==> src/rtl/core_seq.sv <==
// Multi-cycle control sequencer: fetch, decode, execute, memory and writeback
// with trap commit, a bus-wait timeout and a sticky halt.
module core_seq #(
  parameter int TIMEOUT = 255
) (
  input  logic        clk,
  input  logic        rst_n,
  output logic        if_req,
  input  logic        if_ack,
  output logic        ir_we,
  input  logic        dec_mem_read,
  input  logic        dec_mem_write,
  input  logic        dec_reg_write,
  input  logic        dec_is_csr,
  input  logic        dec_ebreak,
  input  logic        dec_ecall,
  input  logic        dec_mret,
  input  logic        dec_illegal,
  output logic        ls_req,
  input  logic        ls_ack,
  output logic        rf_we,
  output logic        csr_we,
  output logic        pc_we,
  output logic        trap_we,
  output logic        halt,
  output logic [1:0]  halt_code,
  output logic [31:0] retired,
  output logic [2:0]  state
);

  typedef enum logic [2:0] {
    S_FETCH  = 3'd0,
    S_DECODE = 3'd1,
    S_EXEC   = 3'd2,
    S_MEM    = 3'd3,
    S_WB     = 3'd4,
    S_TRAP   = 3'd5,
    S_HALT   = 3'd6
  } state_t;

  localparam logic [1:0]  CODE_EBREAK  = 2'd0;
  localparam logic [1:0]  CODE_TIMEOUT = 2'd1;
  localparam logic [31:0] TIMEOUT_LIM  = 32'(TIMEOUT);

  state_t     state_reg;
  logic [7:0] wait_cnt_reg;
  logic [7:0] wait_inc;
  logic       wait_expired;

  assign wait_inc     = (wait_cnt_reg == 8'hFF) ? 8'hFF : wait_cnt_reg + 8'd1;
  assign wait_expired = ({24'd0, wait_inc} >= TIMEOUT_LIM);
  assign ir_we        = if_req & if_ack;
  assign state        = state_reg;

  always_ff @(posedge clk or negedge rst_n) begin
    if (!rst_n) begin
      state_reg    <= S_FETCH;
      wait_cnt_reg <= '0;
      retired      <= '0;
      halt         <= 1'b0;
      halt_code    <= CODE_EBREAK;
      if_req       <= 1'b0;
      ls_req       <= 1'b0;
      rf_we        <= 1'b0;
      csr_we       <= 1'b0;
      pc_we        <= 1'b0;
      trap_we      <= 1'b0;
    end else begin
      if_req  <= 1'b0;
      ls_req  <= 1'b0;
      rf_we   <= 1'b0;
      csr_we  <= 1'b0;
      pc_we   <= 1'b0;
      trap_we <= 1'b0;
      case (state_reg)
        S_FETCH: begin
          // if_req is low only in the first cycle out of reset
          if (!if_req) begin
            if_req <= 1'b1;
          end else if (if_ack) begin
            state_reg <= S_DECODE;
          end else if (wait_expired) begin
            state_reg <= S_HALT;
            halt      <= 1'b1;
            halt_code <= CODE_TIMEOUT;
          end else begin
            if_req       <= 1'b1;
            wait_cnt_reg <= wait_inc;
          end
        end
        S_DECODE: begin
          if (dec_ebreak) begin
            state_reg <= S_HALT;
            halt      <= 1'b1;
            halt_code <= CODE_EBREAK;
          end else if (dec_ecall || dec_illegal) begin
            state_reg <= S_TRAP;
            trap_we   <= 1'b1;
            pc_we     <= 1'b1;
          end else if (dec_mret) begin
            // mret target selection lives in the PC datapath
            state_reg <= S_EXEC;
          end else begin
            state_reg <= S_EXEC;
          end
        end
        S_EXEC: begin
          if (dec_mem_read || dec_mem_write) begin
            state_reg    <= S_MEM;
            ls_req       <= 1'b1;
            wait_cnt_reg <= '0;
          end else begin
            state_reg <= S_WB;
            pc_we     <= 1'b1;
            rf_we     <= dec_reg_write;
            csr_we    <= dec_is_csr;
          end
        end
        S_MEM: begin
          if (ls_ack) begin
            state_reg <= S_WB;
            pc_we     <= 1'b1;
            rf_we     <= dec_reg_write;
            csr_we    <= dec_is_csr;
          end else if (wait_expired) begin
            state_reg <= S_HALT;
            halt      <= 1'b1;
            halt_code <= CODE_TIMEOUT;
          end else begin
            ls_req       <= 1'b1;
            wait_cnt_reg <= wait_inc;
          end
        end
        S_WB, S_TRAP: begin
          retired      <= retired + 32'd1;
          state_reg    <= S_FETCH;
          if_req       <= 1'b1;
          wait_cnt_reg <= '0;
        end
        S_HALT: begin
          state_reg <= S_HALT;
        end
        default: begin
          state_reg    <= S_FETCH;
          if_req       <= 1'b1;
          wait_cnt_reg <= '0;
        end
      endcase
    end
  end

endmodule

==> config.mk <==
export PLATFORM = sky130hd
export DESIGN_NAME = core_seq
export DESIGN_NICKNAME = d
export VERILOG_FILES = /design/src/rtl/core_seq.sv
export SDC_FILE = /design/constraint.sdc
export NUM_CORES = 1
export LEC_CHECK = 0
export ABC_CLOCK_PERIOD_IN_PS = 2700
export CORE_MARGIN = 3
export CORE_UTILIZATION = 49
export CTS_BUF_LIST = sky130_fd_sc_hd__clkbuf_8
export DETAILED_ROUTE_END_ITERATION = 7
export GPL_TIMING_DRIVEN = 0
export PLACE_DENSITY = 0.85
export SLEW_MARGIN = 20
export SYNTH_ARGS = -nofsm -noshare
export SYNTH_HDL_FRONTEND = slang
export SYNTH_SLANG_ARGS = --single-unit
==> constraint.sdc <==
create_clock -name clk -period 2.7 [get_ports clk]
set_input_delay 0.81 -clock clk [delete_from_list [all_inputs] [get_ports clk]]
set_output_delay 0.81 -clock clk [all_outputs]
set_load 0.1 [all_outputs]
======== Word level (Yosys, flattened, before mapping) ========
Cells that the tools add are included.
storage, ports and cells
  flip-flop bits (word level) ............. 52
  bits of input ports ..................... 12
operators by class
  add/subtract/negate cells ............... 2
  order comparisons ....................... 1
  equality and inequality tests ........... 12
  multiplexer cells ....................... 46
  bitwise operators ....................... 2
  reduce and logical (&&, ||, !) cells .... 9
operators with widths
  operator                                                   number
  2-to-1 mux 8 bit                                           6
  adder 32 x 1 -> 32 bit (second input constant)             1
  case mux 8 bit (4 select lines)                            1
  2-to-1 mux 3 bit                                           7
  2-to-1 mux 1 bit                                           19
  case mux 3 bit (5 select lines)                            1
  2-to-1 mux 2 bit                                           5
  != test 2 bit (second input constant)                      5
  AND reduction 5 bit                                        2
  == test 3 bit (second input constant)                      3
  adder 8 x 1 -> 8 bit (second input constant)               1
  == test 8 bit (second input constant)                      1
  greater-or-equal comparator 8 bit (second input constant)  1
  case mux 1 bit (2 select lines)                            4
  == test 3 x 2 -> 1 bit (second input constant)             2
  case mux 1 bit (3 select lines)                            2
  case mux 2 bit (3 select lines)                            1
  OR reduction 2 bit                                         2
  OR reduction 4 bit                                         1
  == test 3 x 1 -> 1 bit (second input constant)             1
  zero test 3 bit                                            1
  nonzero test 3 bit                                         1
  logical OR 1 bit                                           2
  bitwise AND 1 bit                                          1
  NOT 1 bit                                                  1

======== Longest topological paths before layout ========
Gate-level depths: netlist of run 1.
  depth in word-level cells ............... 7
  mapped depth ............................ 7
  mapped depth without buffers ............ 5

======== Worst setup path before layout of run 1 ========
No wires, ideal clock.
  path kind ............................... register to output
  from .................................... register if_req
  to ...................................... output port ir_we
  arrival ................................. 1.803 ns
  required time ........................... 1.890 ns
  slack ................................... 0.087 ns
  cell stages (with the launch flop) ...... 2
  buffers on the path ..................... 0
  cell sequence ........................... dfrtp_1 > and2_1
on the way
  cells in the longest elaborated chain, start to end .. 1
RTL lines
  item                    line  source
  start, declared         8     output logic if_req,
  start signal, assigned  62    if_req <= 1'b0;
  start signal, assigned  69    if_req <= 1'b0;
  start signal, assigned  79    if_req <= 1'b1;
  bitwise AND 1 bit       52    assign ir_we = if_req & if_ack;
  end, declared           10    output logic ir_we,
Every way passes these cells.

======== Worst setup path after layout of run 1 ========
  from .................................... input port if_ack
  to ...................................... output port ir_we
on the way
  cells in the longest elaborated chain, start to end .. 1
RTL lines
  item               line  source
  start, declared    9     input logic if_ack,
  bitwise AND 1 bit  52
Every way passes these cells.

==> out/results.txt, run 1 <==
Vias per inst - 5.650
Most frequent cells after synthesis - dfrtp_1 (51), xnor2_1 (25), nor2_1 (23)
Post-CTS Setup Bufs - 0
PortBufs - 54
Hold buffers post-CTS - 0
Fin util - 0.6610
Clock-pin slew on the worst setup and hold paths - 0.08 ns
Number of max-cap violations - 0
Post-synth EDFFs - 0
Pin count of the biggest net entering global routing - 27
Number of global-route vias before repair - 2,083
Most numerous cell in the Yosys netlist - dfrtp_1
Die X - 80.32 um
DR WL met3 - 384 um
Area taken by multi-input logic gates - 1329 sq um
Syn_nets - 285
Req. time, crit path - 1.89 ns
Ant diodes - 0
Main synth FF type - dfrtp_1
Hold Path Class - reg -> reg
Synth area leaders - dfrtp_1 (47%), xnor2_1 (8.1%), nor2_1 (3.2%)
Setup Slack @ Placement - -0.7718 ns
Post-route setup slack - 0.04964 ns
CP Class - in -> out
Max reg flops - 32
DR iter-0 viols - 110
CTS HTree Levels - 2
Fin crit share - 0.9816
Slew @ Worst Pin - 1.010 ns
Fin crit period - 2.650 ns
Crit path launch type - primary input
CP max stage cell - clkdlybuf4s50_1
Final RePlAce weighted congestion - 0.8789
GR Overflow Total - 0
Synthesized area per cell - 9.987 sq um
Overall fraction of global-route tracks in use - 0.1894
Reg area - 1276 sq um
Drt total wl - 5849 um
Std-Cell Rows - 26
Total power - 2.974 mW
Core area - 5238 sq um
Layout Nets - 347
Highest routed metal layer - met4
VDD IR max - 1179 uV
Register area share after synthesis - 0.4716
Worst-path maximum fanout - 5
Yosys reg bits - 51
Total Neg Setup Slack - 0 ns
# setup viols final - 0
Final HPWL DP - 4256 um
Layout cells sized above 1 - 0.08108
Power density over cell area - 859.1 nW/um^2
CTS root buf - clkbuf_8
Top-area cell type share of the netlist area - 0.4716
Critical path endpoint category - output pin
Die height - 80.32 um
Critical Path AT - 1.84 ns
Routed Antenna Nets - 0
DR vias - 2,277
Cells after Synth - 271
Initial DRT Pass Iterations - 5
Die area - 6451 sq um
YS warnings - 0
Synth area leader - dfrtp_1
Initial antenna violation count - 0
Area growth, synth to finish - 27.92%
Initial core utilization - 0.5167
Synth unique cells - 60
Clock latency at the later pin of the worst-skew pair - 0.30 ns
Clock skew - 0.004056 ns
DRC - 0
Sink Count - 51
Slew Limit Fails - 0
CP max stage delay - 0.58 ns
Outcome - finished, final reports clean
Maximum clock rate - 377.3 MHz
DR WL/cell - 14.51 um
Crit-path cells - clkdlybuf4s50_1 -> and2_1 -> buf_4
Final hold violations - 0
First-pass GRT wire length - 9591 um
Metal-1 WL - 2557 um
Post-CTS Resized - 20
Num CTS Buffers - 5
Final Hold Slack - 0.4655 ns
Static Leakage - 1.753 nW
TritonCTS clock tree - built
WL met2 - 2804 um
Slew headroom - 0.3225
CTS max path bufs - 2
I/O pin count - 57
Syn Std Cell Area - 2706 sq um
Filler cells - 421
Asr flop ratio synth - 1.000
==> cells by family (layout without fill, tap and decap cells) <==
family | after synthesis | in the layout | share of synthesized area
XOR/XNOR | 33 | 33 | 0.1068
flip-flops | 51 | 51 | 0.4716
buffers and inverters | 22 | 84 | 0.03744
other | 1 | 1 | 0.001386
AO/OA/AOI/OAI | 42 | 42 | 0.1096
adder cells (fa/ha/maj) | 2 | 2 | 0.009245
AND/OR/NAND/NOR | 120 | 120 | 0.2640
==> per-layer routing <==
layer / vias up / track usage
met3: 17 / 0.04484
met5: - / 0
met2: 85 / 0.3137
li1: 1091 / -
met1: 1084 / 0.2428
met4: 0 / 0.06419
==> worst max-delay path, delay by kind of cell <==
kind | cells | cell delay, ns
and+or+nand+nor | 1 | 0.16
buffers and inverters | 2 | 0.86
==> layout by cell type, fill, tap and decap left out, types with 2 or more instances in the layout <==
cell type,count
a211oi_1,2
a21oi_1,5
a2bb2oi_1,2
and2_1,6
and3_1,4
and4_1,7
buf_2,6
buf_4,2
clkbuf_1,4
clkbuf_8,5
clkdlybuf4s50_1,26
dfrtp_1,51
dlygate4sd2_1,14
dlymetal6s2s_1,12
ha_1,2
inv_1,10
nand2_1,17
nand2b_1,5
nand3_1,14
nand4_1,12
nor2_1,23
nor2b_1,4
nor3_1,9
nor4_1,3
o21ai_0,10
o21ai_1,2
o22ai_1,2
o31a_1,2
o31ai_1,2
or3b_1,3
xnor2_1,25
xor2_1,8
==> power by group <==
group,switching [mW],internal (mW)
Combinational,1.08,0.398
Sequential,0.121,0.875
Clock,0.231,0.268
Total,1.43,1.54
==> stage by stage <==
step	instance area [sq um]	cells
2_1_floorplan	2706	271
3_3_place_gp	3334	395
3_5_place_dp	3349	396
4_1_cts	3432	403
5_1_grt	3462	403
6_report	3462	403
==> area by class of cell <==
type,instances,area share
inverters,9,0.009758
flip-flops and latches,51,0.3686
repair buffers,55,0.1634
plain buffers,13,0.01952
multi-input cells,198,0.3838
well taps,70,0.02530
clock buffers,5,0.01988
clock inverters,2,0.009758
==> final timing paths <==
| check | startpoint | endpoint | slack (ns) | cells after the start |
|---|---|---|---|---|
| hold reg to reg | halt | halt | 0.47 | 1 |
| setup reg to reg | wait_cnt_reg[0] | wait_cnt_reg[1] | 0.61 | 7 |
| min in group asynchronous | rst_n | retired[12] | 0.50 | 1 |
| hold / removal | halt | halt | 0.47 | 1 |
| setup / recovery | if_ack | ir_we | 0.05 | 3 |
| max in group asynchronous | rst_n | retired[20] | 1.66 | 2 |
Power figures use the tool's default switching activity.
==> inputs of run 2 (changes only) <==
--- a/config.mk
+++ b/config.mk
@@ -5,13 +5,14 @@
 export SDC_FILE = /design/constraint.sdc
 export NUM_CORES = 1
 export LEC_CHECK = 0
-export ABC_CLOCK_PERIOD_IN_PS = 2700
+export ABC_CLOCK_PERIOD_IN_PS = 2800
 export CORE_MARGIN = 3
 export CORE_UTILIZATION = 49
 export CTS_BUF_LIST = sky130_fd_sc_hd__clkbuf_8
 export DETAILED_ROUTE_END_ITERATION = 7
 export GPL_TIMING_DRIVEN = 0
 export PLACE_DENSITY = 0.85
+export SETUP_SLACK_MARGIN = 0.5
 export SLEW_MARGIN = 20
 export SYNTH_ARGS = -nofsm -noshare
 export SYNTH_HDL_FRONTEND = slang
==> constraint.sdc (replaced) <==
create_clock -name clk -period 2.8 [get_ports clk]
set_input_delay 0.84 -clock clk [delete_from_list [all_inputs] [get_ports clk]]
set_output_delay 0.84 -clock clk [all_outputs]
set_load 0.1 [all_outputs]
==> out/results.txt, run 2 (synthesized netlist as in run 1, its figures left out) <==
DR WL/cell - 14.91 um (was 14.51 um)
Most frequent cells in the layout - dfrtp_1 (46), clkdlybuf4s15_2 (43), xnor2_1 (25) (was dfrtp_1 (51), clkdlybuf4s50_1 (26), xnor2_1 (25))
Commonest non-fill, non-tap cell in the layout - dfrtp_1 (unchanged)
Drt total wl - 6039 um (was 5849 um)
Vias per inst - 5.585 (was 5.650)
Clock latency at the later pin of the worst-skew pair - 0.31 ns (was 0.30 ns)
Worst-path maximum fanout - 6 (was 5)
GR Overflow Total - 0 (unchanged)
TritonCTS clock tree - built (unchanged)
CTS HTree Levels - 2 (unchanged)
Final hold violations - 0 (unchanged)
Number of global-route vias before repair - 2,155 (was 2,083)
Static Leakage - 1.491 nW (was 1.753 nW)
Power density over cell area - 809.8 nW/um^2 (was 859.1 nW/um^2)
Overall fraction of global-route tracks in use - 0.2043 (was 0.1894)
Initial core utilization - 0.5167 (unchanged)
Layout cells sized above 1 - 0.2358 (was 0.08108)
DR vias - 2,262 (was 2,277)
VDD IR max - 629.4 uV (was 1179 uV)
Die height - 80.32 um (unchanged)
Fin util - 0.6722 (was 0.6610)
Buf+Inv Stages, Crit Path - 1 (was 2)
DR iter-0 viols - 58 (was 110)
Routed Antenna Nets - 0 (unchanged)
Fin crit share - 0.7876
CP max stage delay - 0.59 ns (was 0.58 ns)
Critical path endpoint category - output pin (unchanged)
Flop2flop setup slack - 0.70 ns (was 0.61 ns)
Hold Path Class - reg -> reg (unchanged)
CTS root buf - clkbuf_8 (unchanged)
Initial antenna violation count - 0 (unchanged)
Outcome - finished, final reports clean (unchanged)
PortBufs - 54 (unchanged)
Die X - 80.32 um (unchanged)
Top Family by Delay on Critical Path - buffers and inverters (unchanged)
Total power - 2.851 mW (was 2.974 mW)
Crit path launch type - register (was primary input)
Fin crit period - 2.205 ns
Number of max-cap violations - 0 (unchanged)
Final HPWL DP - 4471 um (was 4256 um)
Initial DRT Pass Iterations - 4 (was 5)
Slew @ Worst Pin - 0.9101 ns (was 1.010 ns)
Clock-pin slew on the worst setup and hold paths - 0.09 ns (was 0.08 ns)
Pin count of the biggest net entering global routing - 28 (was 27)
Slew Limit Fails - 0 (unchanged)
DRC - 0 (unchanged)
Die area - 6451 sq um (unchanged)
Maximum clock rate - 453.5 MHz
Std-Cell Rows - 26 (unchanged)
Core area - 5238 sq um (unchanged)
R2R depth - 7 (unchanged)
Crit-path cells - clkdlybuf4s15_2 (was clkdlybuf4s50_1 -> and2_1 -> buf_4)
I/O pin count - 57 (unchanged)
First-pass GRT wire length - 10,380 um (was 9591 um)
Final Hold Slack - 0.4693 ns (was 0.4655 ns)
Max reg flops - 32 (unchanged)
Met2 usage - 0.3344 (was 0.3137)
HP Start - halt (unchanged)
CP Class - reg -> out (was in -> out)
GRT met3 Usage - 0.04484 (unchanged)
Num CTS Buffers - 5 (unchanged)
CTS max path bufs - 2 (unchanged)
Hold path endpoint - halt (unchanged)
Total Neg Setup Slack - 0 ns (unchanged)
# setup viols final - 0 (unchanged)
Req. time, crit path - 1.96 ns (was 1.89 ns)
Layout Nets - 348 (was 347)
Reg-to-Reg End - wait_cnt_reg[1] (unchanged)
RSZ-0062 raised after global routing - false
Final RePlAce weighted congestion - 0.9000 (was 0.8789)
Sink Count - 51 (unchanged)
Critical Path AT - 1.37 ns (was 1.84 ns)
Hold buffers post-CTS - 0 (unchanged)
Top Usage Layer GRT - met2 (unchanged)
CP max stage cell - clkdlybuf4s15_2 (was clkdlybuf4s50_1)
Clock skew - 0.009683 ns (was 0.004056 ns)
Ant diodes - 0 (unchanged)
Area growth, synth to finish - 30.10% (was 27.92%)
Slew headroom - 0.3896 (was 0.3225)
Hold-critical path depth - 1 (unchanged)
Met1 GRT Util - 0.2680 (was 0.2428)
R2R Path Start - wait_cnt_reg[0] (unchanged)
-- run 2: what timing repair did --
action / in CTS / in global routing
setup buffers: 0 / 1
endpoints found under the setup margin: 48 / 5
pin swaps: 0 / 1
resized for setup: 140 / 2
-- run 2: cell type report --
cell class	instances	area, sq um
fillers	430	1717
multi-input cells	198	1341
flip-flops and latches	51	1282
repair buffers	56	621.8
well taps	70	87.58
clock buffers	5	68.82
plain buffers	13	67.56
inverters	9	33.78
clock inverters	3	17.52
-- run 2: per-layer routing --
layer	vias to the layer above	wire, um
met5	-	0
met4	0	82
met3	9	342
met2	85	2913
met1	1070	2701
li1	1098	-
-- run 2: report_power, final --
group	switching, mW	internal [mW]
registers	0.116	0.849
logic	1.06	0.406
clock network	0.242	0.173
-- run 2: metrics by stage --
stage	area, sq um	instances	worst slack, ns
global placement	3342	395	-0.7394
floorplan	2714	271	0.5013
detailed placement	3357	396	-0.7234
finish	3521	405	0.5948
CTS	3517	404	0.4700
global route	3521	405	0.5455
-- run 2: how the worst max path moves through the flow --
stage                     start           to  slack, ns  depth (start not counted)
floorplan            retired[6]  retired[30]       0.50                          4
global placement          rst_n   retired[1]      -0.74                          1
detailed placement       if_ack        ir_we      -0.72                          3
CTS                      if_ack        ir_we       0.47                          3
global route        retired[15]  retired[15]       0.55                          1
finish              retired[15]  retired[15]       0.59                          1
==> inputs of run 3 (changes only) <==
--- a/config.mk
+++ b/config.mk
@@ -5,7 +5,7 @@
 export SDC_FILE = /design/constraint.sdc
 export NUM_CORES = 1
 export LEC_CHECK = 0
-export ABC_CLOCK_PERIOD_IN_PS = 2800
+export ABC_CLOCK_PERIOD_IN_PS = 2190
 export CORE_MARGIN = 3
 export CORE_UTILIZATION = 49
 export CTS_BUF_LIST = sky130_fd_sc_hd__clkbuf_8
==> constraint.sdc (replaced) <==
create_clock -name clk -period 2.19 [get_ports clk]
set_input_delay 0.657 -clock clk [delete_from_list [all_inputs] [get_ports clk]]
set_output_delay 0.657 -clock clk [all_outputs]
set_load 0.1 [all_outputs]
==> out/results.txt, run 3 (synthesized netlist as in run 1, its figures left out) <==
Ant diodes - 0 (unchanged)
DR iter-0 viols - 262 (was 58)
Final HPWL DP - 4616 um (was 4471 um)
Buf+Inv Stages, Crit Path - 1 (unchanged)
Worst-path maximum fanout - 5 (was 6)
Core area - 5238 sq um (unchanged)
NetSw - 2.088 mW (was 1.423 mW)
Top Family by Delay on Critical Path - simple AND/OR/NAND/NOR gates (was buffers and inverters)
Vias per inst - 5.968 (was 5.585)
Slew headroom - 0.5722 (was 0.3896)
CP max stage delay - 0.57 ns (was 0.59 ns)
Slew @ Worst Pin - 0.6417 ns (was 0.9101 ns)
Power density over cell area - 1062 nW/um^2 (was 809.8 nW/um^2)
Commonest non-fill, non-tap cell in the layout - buf_4 (was dfrtp_1)
CTS max path bufs - 2 (unchanged)
Initial antenna violation count - 0 (unchanged)
I/O pin count - 57 (unchanged)
Die area - 6451 sq um (unchanged)
Sw Share - 0.4782 (was 0.4991)
CP Class - reg -> reg (was reg -> out)
Fin crit period - 1.886 ns
Area growth, synth to finish - 51.92% (was 30.10%)
Layout Nets - 382 (was 348)
VDD IR max - 904.9 uV (was 629.4 uV)
Outcome - finished, final reports clean (unchanged)
Met2 usage - 0.4048 (was 0.3344)
GR Overflow Total - 0 (unchanged)
Final Hold Slack - 0.3730 ns (was 0.4693 ns)
TritonCTS clock tree - built (unchanged)
DR WL/cell - 18.64 um (was 14.91 um)
Final RePlAce weighted congestion - 0.8572 (was 0.9000)
Total Neg Setup Slack - 0 ns (unchanged)
Clock-pin slew on the worst setup and hold paths - 0.10 ns (was 0.09 ns)
Clock skew - 0.009987 ns (was 0.009683 ns)
Flop2flop setup slack - 0.30 ns (was 0.70 ns)
Final hold violations - 0 (unchanged)
Clk pwr share - 0.122 (was 0.146)
Drt total wl - 8181 um (was 6039 um)
Top Usage Layer GRT - met2 (unchanged)
Overall fraction of global-route tracks in use - 0.2270 (was 0.2043)
Static Leakage - 1.815 nW (was 1.491 nW)
Pint - 2.279 mW (was 1.428 mW)
Fin crit share - 0.8613
RSZ-0062 raised after global routing - true (was false)
Die height - 80.32 um (unchanged)
Pin count of the biggest net entering global routing - 52 (was 28)
Max reg flops - 32 (unchanged)
Layout cells sized above 1 - 0.4444 (was 0.2358)
WP depth - 5 (was 1)
Reg power frac - 0.302 (was 0.339)
Initial core utilization - 0.5167 (unchanged)
CTS root buf - clkbuf_8 (unchanged)
Critical Path AT - 2.12 ns (was 1.37 ns)
Die X - 80.32 um (unchanged)
Crit-path cells - buf_6 -> or4b_4 -> a21oi_4 -> or3b_1 -> nand3_1 (was clkdlybuf4s15_2)
CP max stage cell - or4b_4 (was clkdlybuf4s15_2)
PortBufs - 54 (unchanged)
Maximum clock rate - 530.2 MHz
GRT met3 Usage - 0.04036 (was 0.04484)
Logic pwr share - 0.576 (was 0.516)
Fin util - 0.7850 (was 0.6722)
Sink Count - 51 (unchanged)
DR vias - 2,620 (was 2,262)
Initial DRT Pass Iterations - 5 (was 4)
First-pass GRT wire length - 11,610 um (was 10,380 um)
R2R Path Start - state[1] (was wait_cnt_reg[0])
Num CTS Buffers - 5 (unchanged)
DRC - 0 (unchanged)
Std-Cell Rows - 26 (unchanged)
Critical path endpoint category - register (was output pin)
Reg-to-Reg End - wait_cnt_reg[5] (was wait_cnt_reg[1])
Clock latency at the later pin of the worst-skew pair - 0.30 ns (was 0.31 ns)
Routed Antenna Nets - 0 (unchanged)
Total power - 4.367 mW (was 2.851 mW)
# setup viols final - 0 (unchanged)
R2R depth - 5 (was 7)
Hold Path Class - in -> async (was reg -> reg)
Met1 GRT Util - 0.2668 (was 0.2680)
Crit path launch type - register (unchanged)
Slew Limit Fails - 0 (unchanged)
CTS HTree Levels - 2 (unchanged)
Number of global-route vias before repair - 2,448 (was 2,155)
Req. time, crit path - 2.43 ns (was 1.96 ns)
Number of max-cap violations - 0 (unchanged)
Most frequent cells in the layout - buf_4 (51), xnor2_1 (24), dfrtp_4 (22) (was dfrtp_1 (46), clkdlybuf4s15_2 (43), xnor2_1 (25))
==> run 3: cell count changes in the layout (fill, tap and decap cells not counted), sizes merged <==
cell and delta:
clkdlybuf4s15 -42, clkinvlp +1, buf +78, clkdlybuf4s50 -3, dlygate4sd2 +1, clkinv -1
==> run 3: power groups by stage <==
stage,clock network (mW),registers [mW],logic [mW]
2_1_floorplan,0,1.95,0.789
3_3_place_gp,0,1.29,1.86
3_5_place_dp,0,1.30,1.90
4_1_cts,0.539,1.29,2.05
5_1_grt,0.582,1.34,2.64
6_report,0.535,1.32,2.51
==> run 3: per-layer routing <==
layer,vias to the layer above,wire (um)
li1,1164,-
met1,1267,2880
met2,149,4466
met3,40,485
met4,0,347
met5,-,0
==> run 3: worst max-delay path by stage <==
stage / startpoint / to
6_report: state[1] / wait_cnt_reg[5]
2_1_floorplan: state[1] / wait_cnt_reg[3]
5_1_grt: state[1] / wait_cnt_reg[1]
3_5_place_dp: if_ack / ir_we
3_3_place_gp: rst_n / state[2]
4_1_cts: state[1] / wait_cnt_reg[5]
==> run 3: through the flow <==
step,cells,setup slack (ns),area (sq um)
2_1_floorplan,271,0.2461,2859
3_3_place_gp,395,-1.334,3487
3_5_place_dp,395,-0.9970,3485
4_1_cts,416,0.3323,3729
5_1_grt,439,0.2806,4111
6_report,439,0.3038,4111
==> run 3: repair_timing <==
action | CTS | global route
gates resized for setup | 312 | 59
pin swaps | 10 | 13
hold buffers | 0 | 0
buffers inserted | 12 | 23
cloned | 1 | 0
endpoints found under the setup margin | 73 | 59
==> run 3: final cells by class <==
cell class / count / area, sq um
Fill cell: 330 / 1126
Buffer: 13 / 116.4
Clock buffer: 5 / 68.82
Clock inverter: 3 / 16.27
Timing Repair Buffer: 90 / 914.6
Tap cell: 70 / 87.58
Sequential cell: 51 / 1373
Multi-Input combinational cell: 198 / 1501
Inverter: 9 / 33.78
